File: src/rtl/seg7_mux_ctrl.sv
// Multiplexed 7-segment display controller: prescaled digit scan, frame-synchronous
// double-buffered data, hex decode with leading-zero suppression and PWM dimming.
`timescale 1ns/1ps
module seg7_mux_ctrl #(
    parameter int NUM_DIGITS = 4,
    parameter int DIV_WIDTH  = 16,
    parameter int PWM_BITS   = 3
) (
    input  logic                    clk,
    input  logic                    rst,
    input  logic                    load,
    input  logic [4*NUM_DIGITS-1:0] digit_data,
    input  logic [NUM_DIGITS-1:0]   dp_in,
    input  logic                    lz_sup,
    input  logic                    blank_in,
    input  logic [PWM_BITS-1:0]     bright,
    input  logic [DIV_WIDTH-1:0]    div_max,
    output logic [NUM_DIGITS-1:0]   anodo,
    output logic [7:0]              catodo,
    output logic                    frame_tick
);

    localparam int IDX_W = (NUM_DIGITS > 1) ? $clog2(NUM_DIGITS) : 1;
    localparam logic [IDX_W-1:0] LAST_IDX = IDX_W'(NUM_DIGITS - 1);

    logic [DIV_WIDTH-1:0]    div_cnt;
    logic [PWM_BITS-1:0]     pwm_cnt;
    logic [IDX_W-1:0]        scan_idx;
    logic [IDX_W-1:0]        scan_next;
    logic                    slot_adv;
    logic                    wrap;

    logic [4*NUM_DIGITS-1:0] act_data;
    logic [NUM_DIGITS-1:0]   act_dp;
    logic                    act_lz;
    logic [4*NUM_DIGITS-1:0] shd_data;
    logic [NUM_DIGITS-1:0]   shd_dp;
    logic                    shd_lz;
    logic                    pending;

    logic [NUM_DIGITS-1:0]   anodo_d;
    logic [7:0]              catodo_d;

    // A comparison (not equality) lets a shrinking div_max wrap an overshot count at once.
    assign slot_adv = (div_cnt >= div_max);
    assign wrap     = slot_adv && (scan_idx == LAST_IDX);

    function automatic logic [7:0] hex_seg(input logic [3:0] nib);
        case (nib)
            4'h0: hex_seg = 8'hC0;
            4'h1: hex_seg = 8'hF9;
            4'h2: hex_seg = 8'hA4;
            4'h3: hex_seg = 8'hB0;
            4'h4: hex_seg = 8'h99;
            4'h5: hex_seg = 8'h92;
            4'h6: hex_seg = 8'h82;
            4'h7: hex_seg = 8'hF8;
            4'h8: hex_seg = 8'h80;
            4'h9: hex_seg = 8'h90;
            4'hA: hex_seg = 8'h88;
            4'hB: hex_seg = 8'h83;
            4'hC: hex_seg = 8'hC6;
            4'hD: hex_seg = 8'hA1;
            4'hE: hex_seg = 8'h86;
            default: hex_seg = 8'h8E;
        endcase
    endfunction

    always_ff @(posedge clk or posedge rst) begin
        if (rst) begin
            div_cnt <= '0;
            pwm_cnt <= '0;
        end else begin
            div_cnt <= slot_adv ? '0 : div_cnt + 1'b1;
            pwm_cnt <= pwm_cnt + 1'b1;
        end
    end

    // Scan state register
    always_ff @(posedge clk or posedge rst) begin
        if (rst) scan_idx <= '0;
        else     scan_idx <= scan_next;
    end

    // Scan next-state logic
    always_comb begin
        scan_next = scan_idx;
        if (slot_adv) scan_next = (scan_idx == LAST_IDX) ? '0 : scan_idx + 1'b1;
    end

    // Data only reaches the active buffer on a frame boundary so a frame is never torn.
    always_ff @(posedge clk or posedge rst) begin
        if (rst) begin
            act_data <= '0;
            act_dp   <= '0;
            act_lz   <= 1'b0;
            shd_data <= '0;
            shd_dp   <= '0;
            shd_lz   <= 1'b0;
            pending  <= 1'b0;
        end else if (load && wrap) begin
            act_data <= digit_data;
            act_dp   <= dp_in;
            act_lz   <= lz_sup;
            pending  <= 1'b0;
        end else begin
            if (wrap && pending) begin
                act_data <= shd_data;
                act_dp   <= shd_dp;
                act_lz   <= shd_lz;
                pending  <= 1'b0;
            end
            if (load) begin
                shd_data <= digit_data;
                shd_dp   <= dp_in;
                shd_lz   <= lz_sup;
                pending  <= 1'b1;
            end
        end
    end

    // Scan output logic: decode the selected digit and gate it with PWM and blanking
    always_comb begin
        logic [3:0] nib;
        logic       nz_above;
        logic       suppress;
        logic       lit;
        logic [7:0] seg;
        nib      = act_data[4*int'(scan_idx) +: 4];
        nz_above = 1'b0;
        for (int i = 0; i < NUM_DIGITS; i++) begin
            if ((i >= int'(scan_idx)) && (act_data[4*i +: 4] != 4'd0)) nz_above = 1'b1;
        end
        suppress = act_lz && (scan_idx != '0) && !nz_above;
        seg      = suppress ? 8'hFF : hex_seg(nib);
        if (act_dp[scan_idx]) seg[7] = 1'b0;
        lit      = !blank_in && (pwm_cnt <= bright);
        anodo_d  = lit ? ~(NUM_DIGITS'(1) << scan_idx) : {NUM_DIGITS{1'b1}};
        catodo_d = lit ? seg : 8'hFF;
    end

    always_ff @(posedge clk or posedge rst) begin
        if (rst) begin
            anodo      <= {NUM_DIGITS{1'b1}};
            catodo     <= 8'hFF;
            frame_tick <= 1'b0;
        end else begin
            anodo      <= anodo_d;
            catodo     <= catodo_d;
            frame_tick <= wrap;
        end
    end

endmodule

File: config.mk
export PLATFORM = sky130hd
export DESIGN_NAME = seg7_mux_ctrl
export DESIGN_NICKNAME = d
export VERILOG_FILES = /design/src/rtl/seg7_mux_ctrl.sv
export SDC_FILE = /design/constraint.sdc
export NUM_CORES = 1
export LEC_CHECK = 0
export CORE_AREA = 2 2 87 110
export DETAILED_ROUTE_END_ITERATION = 7
export DIE_AREA = 0 0 89 112
export DONT_BUFFER_PORTS = 1
export SETUP_SLACK_MARGIN = 0.15
export SLEW_MARGIN = 5
export SYNTH_ARGS = -nofsm -noshare
export SYNTH_HDL_FRONTEND = slang
export SYNTH_SLANG_ARGS = --single-unit
File: constraint.sdc
create_clock -name clk -period 8.6 [get_ports clk]
set_input_delay 1.29 -clock clk [delete_from_list [all_inputs] [get_ports clk]]
set_output_delay 1.29 -clock clk [all_outputs]
set_load 0.05 [all_outputs]
==> results.json, run 1 <==
{
  "status": "finished, final reports clean",
  "synth_seq_area_share_pct": 44.6,
  "period_minus_slack_ns": 3.94,
  "cts_htree_levels": 3,
  "cts_tree": "done",
  "initial_core_util_pct": 48.5,
  "synth_compound_area_share_pct": 12.5,
  "drv_cap": 0,
  "critPathRequiredTime_ns": 8.81,
  "cts.sinks": 77,
  "synth_xor_xnor_area_share_pct": 3.02,
  "io_buffers": 0,
  "cp_max_fo": 21,
  "mostFrequentLayoutCells": "dfrtp_1, inv_1, mux2_2",
  "syn_nets": 485,
  "die_x_um": 89,
  "synth_area_sq_um": 4360,
  "yosys_warnings": 0,
  "drc": 0,
  "worstMarginPinSlew_ns": 1.07,
  "hp-class": "reg2reg",
  "clockBufferDepth": 2,
  "critPathArrivalTime_ns": 4.15,
  "wire_per_inst_um": 17.1,
  "post-dp-hpwl_um": 6120,
  "clk_pin_slew_ns": 0.05,
  "antenna_found_initial": 0,
  "die_y_um": 112,
  "fp-row-count": 39,
  "grt_max_degree": 78,
  "synthCells": 409,
  "setup_viol": 0,
  "grt_pass1_wl_um": 15200,
  "ant_nets": 0,
  "route.vias.total": 2910,
  "critPathLaunchType": "input port",
  "yosys-mux-area-fraction_pct": 13.4,
  "synthAdderAreaFrac_pct": 9.19,
  "post-route-period-util_pct": 45.8,
  "path_class": "in2reg",
  "synthFlopType": "dfrtp_1",
  "cts_resized": 0,
  "drt-initial-drc-count": 176,
  "wl_met1_um": 3980,
  "boundaryPins": 57,
  "slew_headroom_pct": 29.0,
  "core-area_sq_um": 8980,
  "route.met2.wl_um": 4460,
  "grt.total_usage_pct": 19.9,
  "nets": 477,
  "syn_to_final_growth_pct": 8.19,
  "wl_met3_um": 479,
  "crit_path_start": "div_max[14]",
  "power_w": 0.000864,
  "synth_top_family_by_area": "multiplexers",
  "rsz0062_at_grt": "false",
  "fmax_mhz": 254,
  "highest_layer": "met4",
  "synth-edff-count": 0,
  "grt_pass1_vias": 3050,
  "vias_per_cell": 5.50,
  "final_common_cell": "dfrtp_1",
  "synth_area_per_cell_sq_um": 10.6,
  "gp_congestion": 0.787,
  "rr_startpoint": "div_cnt[14]",
  "postCtsSetupBuffers": 0,
  "drive_gt1_share_pct": 20.2,
  "num-fill-cells": 822,
  "maxSlewViolCount": 0,
  "routed_wl_um": 9040,
  "clk_latency_ns": 0.33,
  "hold_violations": 0,
  "endpoint_kind": "flop",
  "diodes": 0,
  "p_leak_nw": 2.18,
  "fin_worst_skew_ns": 0.0105,
  "dieArea_sq_um": 9970,
  "ys_types": 43,
  "vdd_ir_drop_max_mv": 0.108,
  "tns_ns": 0,
  "clockRootBuffer": "clkbuf_16",
  "yosys.area_share.simple_pct": 10.0,
  "gr-total-overflow": 0,
  "ctsHoldBuffers": 0,
  "worstHoldStart": "pwm_cnt[0]",
  "ys_ff_latch": 77,
  "drtPass1Iterations": 4,
  "synth-async-reset-ratio_pct": 100,
  "cellPowerDensity_nw_per_um2": 183,
  "cts_buffers": 9
}
## report_power, final
part	switching [W]	total (W)	internal, W	leakage, nW
logic	0.0000525	0.0000945	0.0000419	1.06
clock network	0.000143	0.000345	0.000202	0.133
registers	0.0000352	0.000425	0.000389	0.983
## state kept, by name, indices dropped and copies added, names as in the netlist
signal	count
act_data	16
div_cnt	16
shd_data	16
catodo	8
act_dp	4
anodo	4
shd_dp	4
pwm_cnt	3
scan_idx	2
act_lz	1
frame_tick	1
pending	1
shd_lz	1
## metrics by stage
stage | setup slack (ns) | hold slack, ns | instances | instance area, sq um | util [%]
floorplan | 4.94 | 0.418 | 409 | 4360 | -
global placement | 4.33 | 0.435 | 513 | 4450 | 49.5
detailed placement | 4.29 | 0.448 | 513 | 4450 | 49.5
CTS | 4.63 | 0.455 | 529 | 4710 | 52.5
global route | 4.50 | 0.482 | 529 | 4710 | 52.5
finish | 4.66 | 0.456 | 529 | 4710 | 52.5
## Yosys cell counts (all sizes together), types with 2 or more instances
| library cell | number | share of area [%] |
|---|---|---|
| mux4 | 6 | 3.1 |
| nor2b | 3 | 0.43 |
| o221ai | 2 | 0.40 |
| nand4 | 7 | 1.0 |
| nand3 | 8 | 0.92 |
| o21ai | 9 | 1.0 |
| dfstp | 12 | 7.2 |
| nor3 | 3 | 0.34 |
| and2 | 3 | 0.43 |
| o311ai | 21 | 4.2 |
| and4 | 2 | 0.40 |
| inv | 56 | 4.8 |
| xor2 | 11 | 2.2 |
| ha | 32 | 9.2 |
| nor2 | 26 | 2.2 |
| or4 | 2 | 0.43 |
| nor4 | 4 | 0.57 |
| a21oi | 8 | 0.92 |
| xnor2 | 4 | 0.80 |
| buf | 6 | 0.95 |
| mux2 | 39 | 10 |
| nand2 | 22 | 1.9 |
| clkbuf | 17 | 1.5 |
| o211ai | 3 | 0.52 |
| nand2b | 4 | 0.57 |
| dfrtp | 65 | 37 |
| o31ai | 21 | 3.6 |
## final timing paths
check	endpoint	slack, ns	cells past startpoint
hold / removal	pwm_cnt[0]	0.46	1
max in group asynchronous	pwm_cnt[2]	6.83	2
setup / recovery	act_dp[0]	4.66	7
setup reg to reg	act_dp[0]	5.20	6
hold reg to reg	pwm_cnt[0]	0.46	1
min in group asynchronous	shd_data[4]	1.13	2
## cell families after synthesis
logic type	Yosys count
DFF	77
AOI/OAI and AO/OA	72
and+or+nand+nor	88
adders and majority gates	32
buffers and inverters	79
xor gates and xnor gates	15
muxes	46
## critical path, cell delays in order
cell	delay [ns]
inv_1	0.02
ha_1	0.30
nand4_1	0.16
or3_4	0.44
or4_4	0.58
a311oi_4	0.93
mux2_2	0.42
## routing by layer
layer,vias up,track usage [%]
met1,1399,25.1
li1,1436,-
met4,0,5.97
met3,10,6.89
met5,-,0
met2,65,32.0
## final cells by class
class | count | area, sq um | share of cell area, %
clock buffers | 13 | 250 | 5.31
clock inverters | 3 | 15.0 | 0.319
inverters | 56 | 210 | 4.46
multi-input cells | 253 | 2110 | 44.8
flip-flops and latches | 77 | 1940 | 41.2
well taps | 123 | 154 | 3.27
repair buffers | 4 | 30.0 | 0.637
Note: power is estimated with default switching activity, not from simulation.
==> inputs of run 2 (changes only) <==
Clock period 8.6 ns to 4.1 ns, I/O delays scaled along.
==> run 2 against run 1 <==
Global-route usage is 0.57 points higher. Non-clock buffer count is 4 higher. First-iteration DRC count is 8.5% lower. Sequential share of layout area is 0.89 points lower. Total power is 130% higher. Sequential power is 110% higher. Worst hold slack worse by 0.22 ns. Register-to-register slack worse by 4.1 ns. Critical endpoint is now shd_data[9].
==> results.json, run 2 (same netlist as run 1, synthesis figures left out) <==
{
  "layout.cells.non_filler": 533,
  "worstMarginPinSlew_ns": 0.746,
  "ant_nets": 0,
  "clk_pin_slew_ns": 0.06,
  "fmax_mhz": 330,
  "gr-total-overflow": 0,
  "period_minus_slack_ns": 3.03,
  "cts_resized": 0,
  "drtPass1Iterations": 4,
  "dp.cells": 517,
  "fin_worst_skew_ns": 0.00486,
  "cts.sinks": 77,
  "core-area_sq_um": 8980,
  "cts_htree_levels": 3,
  "p_switching_w": 0.000497,
  "hp-class": "in2async",
  "fp-row-count": 39,
  "cp_max_fo": 13,
  "cellPowerDensity_nw_per_um2": 415,
  "clk_latency_ns": 0.34,
  "grt_pass1_wl_um": 15700,
  "post-dp-hpwl_um": 6390,
  "initial_core_util_pct": 48.5,
  "slew_headroom_pct": 49.9,
  "postCtsSetupBuffers": 0,
  "rr_startpoint": "div_cnt[14]",
  "multiInputGateArea_sq_um": 2110,
  "rr_worst_depth": 7,
  "pwr-share-clk_pct": 45.2,
  "wire_per_inst_um": 17.1,
  "diodes": 0,
  "routed_wl_um": 9130,
  "drive_gt1_share_pct": 21.7,
  "io_buffers": 0,
  "rsz0062_at_grt": "false",
  "r2r_slack_ns": 1.07,
  "setup_viol": 0,
  "area.sequential_sq_um": 1940,
  "pwr-share-seq_pct": 44.5,
  "endpoint_kind": "flop",
  "drt-initial-drc-count": 161,
  "grt.total_usage_pct": 20.5,
  "p_sw_share_pct": 24.9,
  "grt_pass1_vias": 3131,
  "boundaryPins": 57,
  "clockRootBuffer": "clkbuf_16",
  "reg.largest.list": "act_data x16, div_cnt x16, shd_data x16",
  "mostFrequentLayoutCells": "dfrtp_1, inv_1, mux2_2",
  "antenna_found_initial": 0,
  "path_class": "reg2reg",
  "gp_congestion": 0.773,
  "drv_cap": 0,
  "die_y_um": 112,
  "clockBufferDepth": 2,
  "cts_tree": "done",
  "hold_violations": 0,
  "critPathRequiredTime_ns": 4.30,
  "cts_buffers": 9,
  "dieArea_sq_um": 9970,
  "reg2reg_to": "shd_data[9]",
  "critPathArrivalTime_ns": 3.23,
  "tns_ns": 0,
  "vdd_ir_drop_max_mv": 0.279,
  "maxSlewViolCount": 0,
  "nets": 481,
  "p_leak_nw": 2.23,
  "ctsHoldBuffers": 0,
  "route.vias.total": 2982,
  "drc": 0,
  "combPwrFrac_pct": 10.3,
  "p_int_w": 0.00150,
  "post-route-period-util_pct": 73.9,
  "grt_max_degree": 49,
  "crit_path_start": "div_cnt[14]",
  "syn_to_final_growth_pct": 10.6,
  "vias_per_cell": 5.59,
  "cp-endpoint": "shd_data[9]",
  "status": "finished, final reports clean",
  "critPathLaunchType": "flop",
  "final_common_cell": "dfrtp_1",
  "die_x_um": 89,
  "num-fill-cells": 842
}
==> run 2: area by class of cell <==
type                       instances  area share, %
timing repair buffer               8           1.25
tap                              123           3.20
clock buffer                       9           4.68
clock inverter                     7           2.36
multi-input combinational        253           43.8
sequential                        77           40.3
inverter                          56           4.36
==> run 2: power groups by stage <==
| stage | clock network, W | registers, W | logic, W |
|---|---|---|---|
| floorplan | 0 | 0.000886 | 0.000162 |
| global placement | 0 | 0.000902 | 0.000202 |
| detailed placement | 0 | 0.000903 | 0.000208 |
| CTS | 0.000925 | 0.000891 | 0.000210 |
| global route | 0.000962 | 0.000899 | 0.000241 |
| finish | 0.000905 | 0.000891 | 0.000205 |
==> run 2: worst min path at each step <==
stage / startpoint / cells past startpoint / endpoint / slack [ns]
floorplan: pwm_cnt[0] / 1 / pwm_cnt[0] / 0.42
global placement: pwm_cnt[0] / 1 / pwm_cnt[0] / 0.43
global route: rst / 1 / shd_data[5] / 0.29
finish: rst / 1 / shd_data[8] / 0.24
CTS: rst / 1 / div_cnt[4] / 0.26
detailed placement: pwm_cnt[0] / 1 / pwm_cnt[0] / 0.46
==> run 2: metrics by stage <==
stage          area [sq um]  setup slack [ns]  total power (W)  hold WS [ns]  util, %
6_report               4820              1.07          0.00200         0.240     53.6
5_1_grt                4820             0.884          0.00210         0.295     53.6
4_1_cts                4820              1.07          0.00203         0.258     53.6
3_5_place_dp           4480             0.862          0.00111         0.461     49.9
3_3_place_gp           4480             0.920          0.00110         0.434     49.9
2_1_floorplan          4360              1.12          0.00105         0.418        -
==> run 2: layer usage <==
metal	part of all wire [%]	wire length [um]	GRT usage, %
met1	43	3880	25.1
met2	51	4650	33.7
met3	4.0	369	4.37
met4	2.4	223	9.95
met5	0	0	0
==> run 2: critical path, stage by stage, from the launching register on <==
cell and delay (ns):
dfrtp_1 0.42, ha_1 0.33, nand4_1 0.15, or3_4 0.44
or4_4 0.58, a31oi_2 0.54, buf_4 0.33, o31ai_1 0.10
==> inputs of run 3 (changes only) <==
Settings changed: PLACE_DENSITY set to 0.66.
Clock period 4.1 ns to 2.6 ns, I/O delays scaled along.
==> run 3 against run 2 <==
The run now ends with setup timing left. Sequential share of layout area fell by 3.4 points. Final area up 9.3%. Register-to-register slack got worse by 1.1 ns. First-iteration DRC count increased by 17%. Core utilization grew 5.0 points. Sequential power is 56% higher. Total power rose by 61%. Worst setup slack got worse by 1.1 ns. Critical path type unchanged. Critical endpoint is now act_data[11]. Highest routed layer unchanged.
==> results.json, run 3 (same netlist as run 1, synthesis figures left out) <==
{
  "status": "finished with violations",
  "violations": "setup timing",
  "cts_buffers": 9,
  "clk_latency_ns": 0.33,
  "setup_viol": 11,
  "post-dp-hpwl_um": 6500,
  "holdPathStages": 2,
  "hold_end": "shd_data[0]",
  "crit_cells": 8,
  "grt_pass1_wl_um": 16000,
  "dieArea_sq_um": 9970,
  "io_buffers": 0,
  "boundaryPins": 57,
  "nets": 508,
  "critPathLaunchType": "flop",
  "setup_ws_ns": -0.0152,
  "endpoint_kind": "flop",
  "clockBufferDepth": 2,
  "vias_per_cell": 5.56,
  "syn_to_final_growth_pct": 20.8,
  "max_stage_delay_ns": 0.44,
  "vdd_ir_drop_max_mv": 0.380,
  "antenna_found_initial": 0,
  "fmax_mhz": 382,
  "wire_per_inst_um": 17.3,
  "die_x_um": 89,
  "clockRootBuffer": "clkbuf_16",
  "routed_wl_um": 9690,
  "drive_gt1_share_pct": 27.5,
  "mostFrequentLayoutCells": "dfrtp_1, inv_1, ha_1",
  "worstHoldStart": "digit_data[0]",
  "r2r_slack_ns": -0.02,
  "fp-row-count": 39,
  "use_met3_pct": 3.93,
  "route.vias.total": 3113,
  "drc": 0,
  "path_delay_family": "simple AND/OR/NAND/NOR gates",
  "maxSlewViolCount": 0,
  "drt-initial-drc-count": 189,
  "grt_pass1_vias": 3340,
  "cts.sinks": 77,
  "critPathArrivalTime_ns": 2.83,
  "initial_core_util_pct": 48.5,
  "cellPowerDensity_nw_per_um2": 611,
  "drtPass1Iterations": 4,
  "diodes": 0,
  "reg2reg_to": "act_data[11]",
  "drv_cap": 0,
  "reg.largest.list": "act_data x16, div_cnt x16, shd_data x16",
  "layout.cells.non_filler": 560,
  "gr-total-overflow": 0,
  "cts_htree_levels": 3,
  "hp-class": "in2reg",
  "met2_usage_pct": 33.8,
  "cts_tree": "done",
  "dp.cells": 535,
  "rsz0062_at_grt": "true",
  "core-area_sq_um": 8980,
  "rr_worst_depth": 8,
  "cp_num_buf_inv": 2,
  "rr_startpoint": "div_cnt[15]",
  "gp_congestion": 0.803,
  "worstMarginPinSlew_ns": 0.757,
  "met1_usage_pct": 25.6,
  "p_leak_nw": 2.42,
  "period_minus_slack_ns": 2.62,
  "power_w": 0.00321,
  "path_cells": "ha_4, nand4_1, or3_4, or4_4, a311oi_4, buf_6, clkbuf_16, mux2_4",
  "slew_headroom_pct": 49.1,
  "final_common_cell": "dfrtp_1",
  "num-fill-cells": 759,
  "ant_nets": 0,
  "critical-path-slowest-cell": "or4_4",
  "critPathRequiredTime_ns": 2.82,
  "post-route-period-util_pct": 101,
  "cp_max_fo": 5,
  "clk_pin_slew_ns": 0.06,
  "hold_violations": 0,
  "grt_max_degree": 60,
  "fin_worst_skew_ns": 0.00531,
  "die_y_um": 112,
  "path_class": "reg2reg",
  "grt.total_usage_pct": 20.6,
  "gr-max-usage-layer": "met2"
}
[run 3: report_power, final]
group | internal, W | leakage [nW] | switching, W
clock network | 0.000935 | 0.163 | 0.000485
logic | 0.000191 | 1.27 | 0.000214
registers | 0.00129 | 0.983 | 0.000100
total | 0.00241 | 2.42 | 0.000799
[run 3: final cells by class]
class | count | area, sq um | share of cell area, %
multi-input cells | 253 | 2260 | 42.9
flip-flops and latches | 77 | 1940 | 36.9
inverters | 56 | 210 | 3.99
repair buffers | 35 | 364 | 6.92
clock buffers | 11 | 233 | 4.42
clock inverters | 5 | 100 | 1.90
well taps | 123 | 154 | 2.92
[run 3: stage by stage]
step | utilization [%] | TNS (ns) | instance area, sq um | hold WS (ns) | setup slack, ns
floorplan | - | 0 | 4410 | 0.418 | 0.0374
global placement | 52.2 | 0 | 4690 | 0.311 | 0.00835
detailed placement | 52.2 | -0.343 | 4690 | 0.315 | -0.0441
CTS | 56.6 | -0.215 | 5080 | 0.180 | -0.0271
global route | 58.6 | -1.71 | 5260 | 0.182 | -0.0804
finish | 58.6 | -0.0640 | 5260 | 0.190 | -0.0152
[run 3: layer usage]
layer / up-vias / wire length, um / share of wire (%)
li1: 1494 / - / -
met4: 0 / 234 / 2.4
met2: 67 / 5060 / 52
met3: 17 / 352 / 3.6
met5: - / 0 / 0
met1: 1535 / 4040 / 42
[run 3: what timing repair did]
action,4_1_cts,5_1_grt
buffers inserted,0,3
hold endpoints to repair,18,0
setup endpoints to repair,60,47
resized for setup,10,20
cloned,1,4
hold buffers,1,0
pin swaps,1,0
[run 3: worst max-delay path by stage]
| stage | startpoint | endpoint | slack (ns) |
|---|---|---|---|
| after floorplan | div_cnt[14] | act_data[0] | 0.04 |
| after global placement | div_max[15] | act_data[9] | 0.008 |
| after detailed placement | div_max[15] | act_data[11] | -0.04 |
| after CTS | div_cnt[15] | act_data[9] | -0.03 |
| after global routing | div_cnt[15] | act_data[10] | -0.08 |
| final | div_cnt[15] | act_data[11] | -0.02 |
